===== src/rtl/pcie_datalink_pkg.sv =====
// Data-link-layer types shared by the flow-control transmit and receive blocks:
// DLLP type codes, FC credit classes, DLLP field layout and credit accessors.
package pcie_datalink_pkg;

  // Smallest header credit count the transmit side will advertise.
  localparam int unsigned HdrMinCredits = 1;

  // Upper nibble of DLLP byte 0 for the flow-control DLLPs.
  typedef enum logic [3:0] {
    InitFC1_P    = 4'h4,
    InitFC1_NP   = 4'h5,
    InitFC1_CPL  = 4'h6,
    UpdateFC_P   = 4'h8,
    UpdateFC_NP  = 4'h9,
    UpdateFC_CPL = 4'hA,
    InitFC2_P    = 4'hC,
    InitFC2_NP   = 4'hD,
    InitFC2_CPL  = 4'hE
  } dllp_type_e;

  typedef enum logic [1:0] {
    FC_P   = 2'd0,
    FC_NP  = 2'd1,
    FC_CPL = 2'd2
  } fc_type_e;

  typedef enum logic [1:0] {
    RX_HDR   = 2'd0,
    RX_CRC   = 2'd1,
    RX_DRAIN = 2'd2
  } rx_state_e;

  typedef enum logic [1:0] {
    FC_INIT1 = 2'd0,
    FC_INIT2 = 2'd1,
    FC_DONE  = 2'd2
  } fc_state_e;

  // First DLLP beat as received: byte 0 sits in the low bits.
  typedef struct packed {
    logic [7:0] byte3;
    logic [7:0] byte2;
    logic [7:0] byte1;
    logic [3:0] kind;
    logic       rsvd;
    logic [2:0] vc;
  } dllp_fc_t;

  function automatic logic [7:0] fc_hdr(input dllp_fc_t d);
    return {d.byte1[5:0], d.byte2[7:6]};
  endfunction

  function automatic logic [11:0] fc_data(input dllp_fc_t d);
    return {d.byte2[3:0], d.byte3};
  endfunction

endpackage


===== src/rtl/pcie_datalink_crc.sv =====
// DLLP CRC-16 (polynomial 0x100B) over one 32-bit beat, byte 0 first, bit 0 of
// each byte first. Purely combinational.
module pcie_datalink_crc (
  input  logic [31:0] data,
  input  logic [15:0] crc_in,
  output logic [15:0] crc_out
);

  logic [15:0] acc;

  always_comb begin
    acc = crc_in;
    for (int i = 0; i < 32; i++) begin
      if (acc[15] ^ data[i]) begin
        acc = {acc[14:0], 1'b0} ^ 16'h100B;
      end else begin
        acc = {acc[14:0], 1'b0};
      end
    end
    crc_out = acc;
  end

endmodule


===== src/rtl/pcie_flow_ctrl_rx.sv =====
// Receive-side flow-control: checks DLLP CRC, decodes InitFC1/InitFC2/UpdateFC
// for VC0 and latches partner credits. Optional stats via PCIE_FC_RX_STATS_EN.
module pcie_flow_ctrl_rx
  import pcie_datalink_pkg::*;
#(
  parameter int DATA_WIDTH = 32,
  parameter int KEEP_WIDTH = DATA_WIDTH / 8,
  parameter int USER_WIDTH = 3
) (
  input  logic                  clk_i,
  input  logic                  rst_n_i,
  input  logic                  dl_down_i,
  input  logic [DATA_WIDTH-1:0] s_axis_tdata,
  input  logic [KEEP_WIDTH-1:0] s_axis_tkeep,
  input  logic                  s_axis_tvalid,
  input  logic                  s_axis_tlast,
  input  logic [USER_WIDTH-1:0] s_axis_tuser,
  output logic                  s_axis_tready,
  output logic                  fc1_values_stored_o,
  output logic                  fc2_values_stored_o,
  output logic [7:0]            p_hdr_o,
  output logic [7:0]            np_hdr_o,
  output logic [7:0]            cpl_hdr_o,
  output logic [11:0]           p_data_o,
  output logic [11:0]           np_data_o,
  output logic [11:0]           cpl_data_o,
  output logic                  update_valid_o,
  output logic [1:0]            update_type_o,
  output logic                  crc_err_o
`ifdef PCIE_FC_RX_STATS_EN
  ,
  output logic [15:0]           crc_err_cnt_o,
  output logic [15:0]           drop_cnt_o
`endif
);

  // Handshake: a beat transfers on a rising edge where s_axis_tvalid and
  // s_axis_tready are both high; tready is held high whenever out of reset.
  logic        tready_q;
  logic        beat_ok;

  rx_state_e   rx_state_q, rx_state_d;
  fc_state_e   fc_state_q, fc_state_d;

  dllp_fc_t    hdr_q;
  logic        hdr_bad_q;
  logic        done_q, tail_bad_q, err_q;
  logic [15:0] crc_rx_q;
  logic        load_hdr, done_d, err_d;

  logic [15:0] crc_calc, crc_exp;
  logic        crc_ok, good, crc_err_d;

  logic        is_init1, is_init2, is_update;
  logic [1:0]  fc_idx;
  logic [2:0]  seen_q, seen_d;
  logic        fc1_d, fc2_d, store, upd_d, drop;

  logic [7:0]  hdr_cr_q  [3];
  logic [11:0] data_cr_q [3];

  logic        unused_ok;
  assign unused_ok = ^{s_axis_tuser, s_axis_tdata[DATA_WIDTH-1:16]};

  assign beat_ok       = s_axis_tvalid && tready_q;
  assign s_axis_tready = tready_q;

  pcie_datalink_crc u_crc (
    .data    (hdr_q),
    .crc_in  (16'hFFFF),
    .crc_out (crc_calc)
  );

  // The transmitter sends the CRC inverted and byte-swapped.
  assign crc_exp   = {~crc_calc[7:0], ~crc_calc[15:8]};
  assign crc_ok    = done_q && !tail_bad_q && (crc_rx_q == crc_exp);
  assign good      = crc_ok && !dl_down_i;
  assign crc_err_d = !dl_down_i && (err_q || (done_q && !crc_ok));
  assign fc_idx    = hdr_q.kind[1:0];

  always_comb begin
    rx_state_d = rx_state_q;
    load_hdr   = 1'b0;
    done_d     = 1'b0;
    err_d      = 1'b0;
    if (beat_ok) begin
      case (rx_state_q)
        RX_HDR: begin
          if (s_axis_tlast) begin
            err_d = 1'b1;
          end else begin
            load_hdr   = 1'b1;
            rx_state_d = RX_CRC;
          end
        end
        RX_CRC: begin
          if (s_axis_tlast) begin
            done_d     = 1'b1;
            rx_state_d = RX_HDR;
          end else begin
            err_d      = 1'b1;
            rx_state_d = RX_DRAIN;
          end
        end
        RX_DRAIN: begin
          if (s_axis_tlast) rx_state_d = RX_HDR;
        end
        default: rx_state_d = RX_HDR;
      endcase
    end
  end

  always_comb begin
    fc_state_d = fc_state_q;
    seen_d     = seen_q;
    fc1_d      = fc1_values_stored_o;
    fc2_d      = fc2_values_stored_o;
    store      = 1'b0;
    upd_d      = 1'b0;
    drop       = 1'b0;
    is_init1   = 1'b0;
    is_init2   = 1'b0;
    is_update  = 1'b0;
    case (hdr_q.kind)
      InitFC1_P, InitFC1_NP, InitFC1_CPL:    is_init1  = 1'b1;
      InitFC2_P, InitFC2_NP, InitFC2_CPL:    is_init2  = 1'b1;
      UpdateFC_P, UpdateFC_NP, UpdateFC_CPL: is_update = 1'b1;
      default: ;
    endcase
    if (dl_down_i) begin
      fc_state_d = FC_INIT1;
      seen_d     = 3'b000;
      fc1_d      = 1'b0;
      fc2_d      = 1'b0;
    end else if (good) begin
      if (hdr_q.vc != 3'd0 || !(is_init1 || is_init2 || is_update)) begin
        drop = 1'b1;
      end else begin
        case (fc_state_q)
          FC_INIT1: begin
            if (is_update) begin
              drop = 1'b1;
            end else begin
              store  = 1'b1;
              seen_d = seen_q | (3'b001 << fc_idx);
              if (&seen_d) begin
                fc1_d      = 1'b1;
                fc_state_d = FC_INIT2;
              end
            end
          end
          FC_INIT2: begin
            if (is_init1) begin
              drop = 1'b1;
            end else begin
              fc2_d      = 1'b1;
              fc_state_d = FC_DONE;
            end
          end
          FC_DONE: begin
            if (is_update) begin
              store = 1'b1;
              upd_d = 1'b1;
            end else begin
              drop = 1'b1;
            end
          end
          default: fc_state_d = FC_INIT1;
        endcase
      end
    end
  end

  always_ff @(posedge clk_i) begin
    if (!rst_n_i) begin
      tready_q            <= 1'b0;
      rx_state_q          <= RX_HDR;
      fc_state_q          <= FC_INIT1;
      hdr_q               <= '0;
      hdr_bad_q           <= 1'b0;
      done_q              <= 1'b0;
      tail_bad_q          <= 1'b0;
      err_q               <= 1'b0;
      crc_rx_q            <= '0;
      seen_q              <= '0;
      fc1_values_stored_o <= 1'b0;
      fc2_values_stored_o <= 1'b0;
      update_valid_o      <= 1'b0;
      update_type_o       <= '0;
      crc_err_o           <= 1'b0;
      for (int i = 0; i < 3; i++) begin
        hdr_cr_q[i]  <= '0;
        data_cr_q[i] <= '0;
      end
    end else begin
      tready_q            <= 1'b1;
      rx_state_q          <= rx_state_d;
      fc_state_q          <= fc_state_d;
      seen_q              <= seen_d;
      fc1_values_stored_o <= fc1_d;
      fc2_values_stored_o <= fc2_d;
      update_valid_o      <= upd_d;
      crc_err_o           <= crc_err_d;
      // A DLLP finishing while the link is down never reaches the decode stage.
      done_q              <= done_d && !dl_down_i;
      err_q               <= err_d && !dl_down_i;
      if (load_hdr) begin
        hdr_q     <= s_axis_tdata;
        hdr_bad_q <= (s_axis_tkeep != 4'hF);
      end
      if (done_d) begin
        crc_rx_q   <= s_axis_tdata[15:0];
        tail_bad_q <= hdr_bad_q || (s_axis_tkeep != 4'h3);
      end
      if (upd_d) update_type_o <= fc_idx;
      if (dl_down_i) begin
        for (int i = 0; i < 3; i++) begin
          hdr_cr_q[i]  <= '0;
          data_cr_q[i] <= '0;
        end
      end else if (store) begin
        hdr_cr_q[fc_idx]  <= fc_hdr(hdr_q);
        data_cr_q[fc_idx] <= fc_data(hdr_q);
      end
    end
  end

  assign p_hdr_o    = hdr_cr_q[FC_P];
  assign np_hdr_o   = hdr_cr_q[FC_NP];
  assign cpl_hdr_o  = hdr_cr_q[FC_CPL];
  assign p_data_o   = data_cr_q[FC_P];
  assign np_data_o  = data_cr_q[FC_NP];
  assign cpl_data_o = data_cr_q[FC_CPL];

`ifdef PCIE_FC_RX_STATS_EN
  logic [15:0] crc_err_cnt_q, drop_cnt_q;

  always_ff @(posedge clk_i) begin
    if (!rst_n_i || dl_down_i) begin
      crc_err_cnt_q <= '0;
      drop_cnt_q    <= '0;
    end else begin
      if (crc_err_d && crc_err_cnt_q != 16'hFFFF) crc_err_cnt_q <= crc_err_cnt_q + 16'd1;
      if (drop && drop_cnt_q != 16'hFFFF) drop_cnt_q <= drop_cnt_q + 16'd1;
    end
  end

  assign crc_err_cnt_o = crc_err_cnt_q;
  assign drop_cnt_o    = drop_cnt_q;
`endif

endmodule


===== config.mk =====
export PLATFORM = sky130hd
export DESIGN_NAME = pcie_flow_ctrl_rx
export DESIGN_NICKNAME = d
export VERILOG_FILES = /design/src/rtl/pcie_datalink_pkg.sv /design/src/rtl/pcie_datalink_crc.sv /design/src/rtl/pcie_flow_ctrl_rx.sv
export SDC_FILE = /design/constraint.sdc
export NUM_CORES = 1
export LEC_CHECK = 0
export CORE_ASPECT_RATIO = 1.1
export CORE_MARGIN = 4
export CORE_UTILIZATION = 47
export DETAILED_ROUTE_END_ITERATION = 6
export PLACE_DENSITY = 0.75
export RECOVER_POWER = 50
export REMOVE_ABC_BUFFERS = 1
export SETUP_SLACK_MARGIN = 0.3
export SYNTH_ARGS = -nofsm -noshare
export SYNTH_HDL_FRONTEND = slang
export SYNTH_SLANG_ARGS = --single-unit

===== constraint.sdc =====
create_clock -name clk_i -period 4.95 [get_ports clk_i]
set_input_delay 0.7425 -clock clk_i [delete_from_list [all_inputs] [get_ports clk_i]]
set_output_delay 0.7425 -clock clk_i [all_outputs]
set_load 0.1 [all_outputs]

==> metrics.md <==
| Metric | Value |
|---|---|
| Status | complete, no violations |
| Worst R2R Start | hdr_q[3]$_SDFFE_PN0P_ |
| Detailed Place HPWL | 11300 um |
| Number of synthesis warnings | 0 |
| First-pass GRT wire length | 24500 um |
| Gr ovfl total | 0 |
| # Post-CTS Setup Buffers | 0 |
| Maximum fanout along the worst path | 20 |
| Placer Congestion | 0.889 |
| Most frequent cells in the layout | 106 x nand2_1, 69 x dlygate4sd3_1, 65 x dfxtp_1, 63 x and2_1, 60 x edfxtp_1 |
| PnR Total Power | 3.56 mW |
| Clk Latency, worst-skew pair | 420 ps |
| Routed WL | 15100 um |
| Pre-CTS setup slack | 318 ps |
| R2R setup slack | 370 ps |
| Vias in the first global route | 4615 |
| Commonest non-fill, non-tap cell in the layout | nand2_1 |
| Top Ports | 111 |
| Seq/Total Area, Yosys | 48.0% |
| Cell Area, Synth | 6500 um2 |
| Worst Setup Start Kind | register |
| Core region area | 13400 um2 |
| Hold-fix buffers, CTS | 0 |
| Total clock sinks | 126 |
| Setup TNS | 0 ps |
| Via count | 4475 |
| Final worst slack | 374 ps |
| Netlist cell types | 51 |
| CP endpoint | data_cr_q[2][9]$_SDFFCE_PN0P_ |
| Number of flops mapped to enable cells by yosys | 60 |
| Finish-stage setup viols | 0 |
| Layout cells sized above 1 | 8.52% |
| Maximum Capacitance Violations | 0 |
| Switch Pwr | 1.05 mW |
| Vias per cell | 5.04 |
| Lkg Pwr | 3.44 nW |
| # rows | 44 |
| Ant diodes | 0 |
| Comb pwr share | 30.7% |
| Cts bufs inserted | 17 |
| CP Capture Type | register |
| CTS tree | built |
| Seq pwr share | 32.0% |
| Routed wire per std cell | 17.1 um |
| Longest Clk Path Bufs | 2 |
| # fillers | 1100 |
| Slew HR | 12.9% |
| Fin. Hold Viols | 0 |
| Pwr/cell area | 419 nW/um2 |
| Post-synthesis async set-or-reset flop share | 0% |
| # port buffers | 107 |
| Reg2reg end | data_cr_q[2][9]$_SDFFCE_PN0P_ |
| Synth Area per Inst | 11.3 um2 |
| Antenna-violating nets left | 0 |
| Fin crit share | 92.4% |
| HP Class | reg2reg |
| Max Freq | 0.219 GHz |
| Die area | 15800 um2 |
| 1st-iter DRT viols | 278 |
| Worst-Margin Slew | 1310 ps |
| Initial antenna violation count | 0 |
| Sw Share | 29.5% |
| Htree depth | 4 |
| Clock Skew | 10.4 ps |
| Ys flop type | dfxtp_1 |
| Required @ worst endpoint | 5070 ps |
| Share of the synthesized area in the top cell type | 27.7% |
| Final Util | 63.5% |
| Yosys top cell by area | edfxtp_1 |
| Fin nets | 736 |
| Max Slew Vio Count | 0 |
| Type of the worst setup path | reg2reg |
| CTS resizes | 0 |
| Root Buffer | clkbuf_16 |
| Syn Inst Count | 577 |
| R2r worst-path depth | 11 |
| Time the worst path needs with I/O delays and setup | 4580 ps |
| Initial Util | 48.6% |
| Pint | 2.51 mW |
| Total GRT Usage | 20.0% |
| Synth top area cells | edfxtp_1 28%, dfxtp_1 20%, xnor3_1 8.3% |
| Die height | 131 um |
| RSZ-0062 raised after global routing | no |
| VDD IR max | 0.243 mV |
| Largest net degree at the start of global routing | 39 |
| Worst Setup SP | hdr_q[3]$_SDFFE_PN0P_ |
| Drt pass-1 iters | 4 |
| Arr. time, crit path | 4690 ps |
| Register bit total from synthesis | 126 |
| Syn-to-layout area delta | 30.6% |
| DRC | 0 |
| Clock power share | 37.3% |
| Worst-path clk slew | 50 ps |
| Die X | 120 um |
## worst min-delay path by stage
stage / startpoint / endpoint / slack [ps] / cells after the start
6_report: fc1_values_stored_o$_SDFFE_PP0P_ / fc1_values_stored_o$_SDFFE_PP0P_ / 440 / 2
5_1_grt: fc1_values_stored_o$_SDFFE_PP0P_ / fc1_values_stored_o$_SDFFE_PP0P_ / 470 / 2
4_1_cts: fc1_values_stored_o$_SDFFE_PP0P_ / fc1_values_stored_o$_SDFFE_PP0P_ / 440 / 2
3_5_place_dp: fc1_values_stored_o$_SDFFE_PP0P_ / fc1_values_stored_o$_SDFFE_PP0P_ / 440 / 2
3_3_place_gp: fc1_values_stored_o$_SDFFE_PP0P_ / fc1_values_stored_o$_SDFFE_PP0P_ / 430 / 2
2_1_floorplan: err_q$_SDFF_PN0_ / crc_err_o$_SDFF_PN0_ / 410 / 2
## cells by family (layout without fill, tap and decap cells)
| kind of cell | after synthesis | after routing | synth area share (%) |
|---|---|---|---|
| compound gates | 74 | 74 | 8.83 |
| xor+xnor | 114 | 114 | 22.7 |
| fa+ha+maj | 1 | 1 | 0.192 |
| buf+inv | 38 | 165 | 2.64 |
| flops | 126 | 126 | 48.0 |
| mux | 4 | 4 | 0.616 |
| simple gates | 220 | 220 | 17.0 |
## registers in the layout, indices dropped and copies added, names as in the netlist, 2 cells and up
signal and count:
crc_rx_q 16, fc_state_q 2, data_cr_q 36, hdr_q 30
hdr_cr_q 24, fc_idx 2, rx_state_q 2, seen_q 3
update_type_o 2
## worst max-delay path, stage by stage, from the launching register on
cell	delay [ps]
dfxtp_2	380
xnor2_4	320
xnor3_1	580
xnor3_1	600
xnor2_2	370
xor3_1	390
nor3_1	120
o21ai_0	250
a2111oi_4	610
and4b_1	290
nand2b_1	160
buf_12	180
## Yosys cell counts (5+ instances only)
cell type / n
edfxtp_1: 60
xnor3_1: 24
xnor2_1: 56
xor3_1: 5
and3_1: 7
xnor2_2: 5
a21boi_0: 49
inv_1: 5
clkbuf_1: 21
nand2_1: 106
buf_2: 8
nor3_1: 7
nor2b_1: 6
nor2_1: 7
xor2_1: 21
dfxtp_1: 66
and2_1: 63
## per-layer routing
| layer | wire length (um) | track usage, % | up-vias |
|---|---|---|---|
| met5 | 0 | 0 | - |
| met4 | 201 | 6.62 | 0 |
| met3 | 782 | 4.43 | 16 |
| met2 | 7720 | 35.1 | 132 |
| met1 | 6440 | 24.3 | 2144 |
| li1 | - | - | 2183 |
## per-stage QoR
stage               cells  hold WS (ps)  area (um2)
finish                888           440        8490
global route          888           470        8490
CTS                   888           443        8490
detailed placement    856           437        7850
global placement      856           430        7850
floorplan             544           411        6350
## power groups by stage
| stage | clock network [mW] | registers (mW) | logic (mW) |
|---|---|---|---|
| 6_report | 1.33 | 1.14 | 1.09 |
| 5_1_grt | 1.39 | 1.14 | 1.17 |
| 4_1_cts | 1.34 | 1.14 | 1.11 |
| 3_5_place_dp | 0 | 1.16 | 1.10 |
| 3_3_place_gp | 0 | 1.16 | 1.10 |
| 2_1_floorplan | 0 | 1.32 | 0.696 |
## cell type report
cell class | instances | area (um2) | share of cell area (%)
clock buffer | 22 | 474 | 5.59
clock inverter | 10 | 160 | 1.89
inverter | 5 | 18.8 | 0.221
multi-input combinational | 413 | 3220 | 38.0
sequential | 126 | 3120 | 36.8
tap | 184 | 230 | 2.71
timing repair buffer | 128 | 1260 | 14.8
Power figures use the tool's default switching activity.
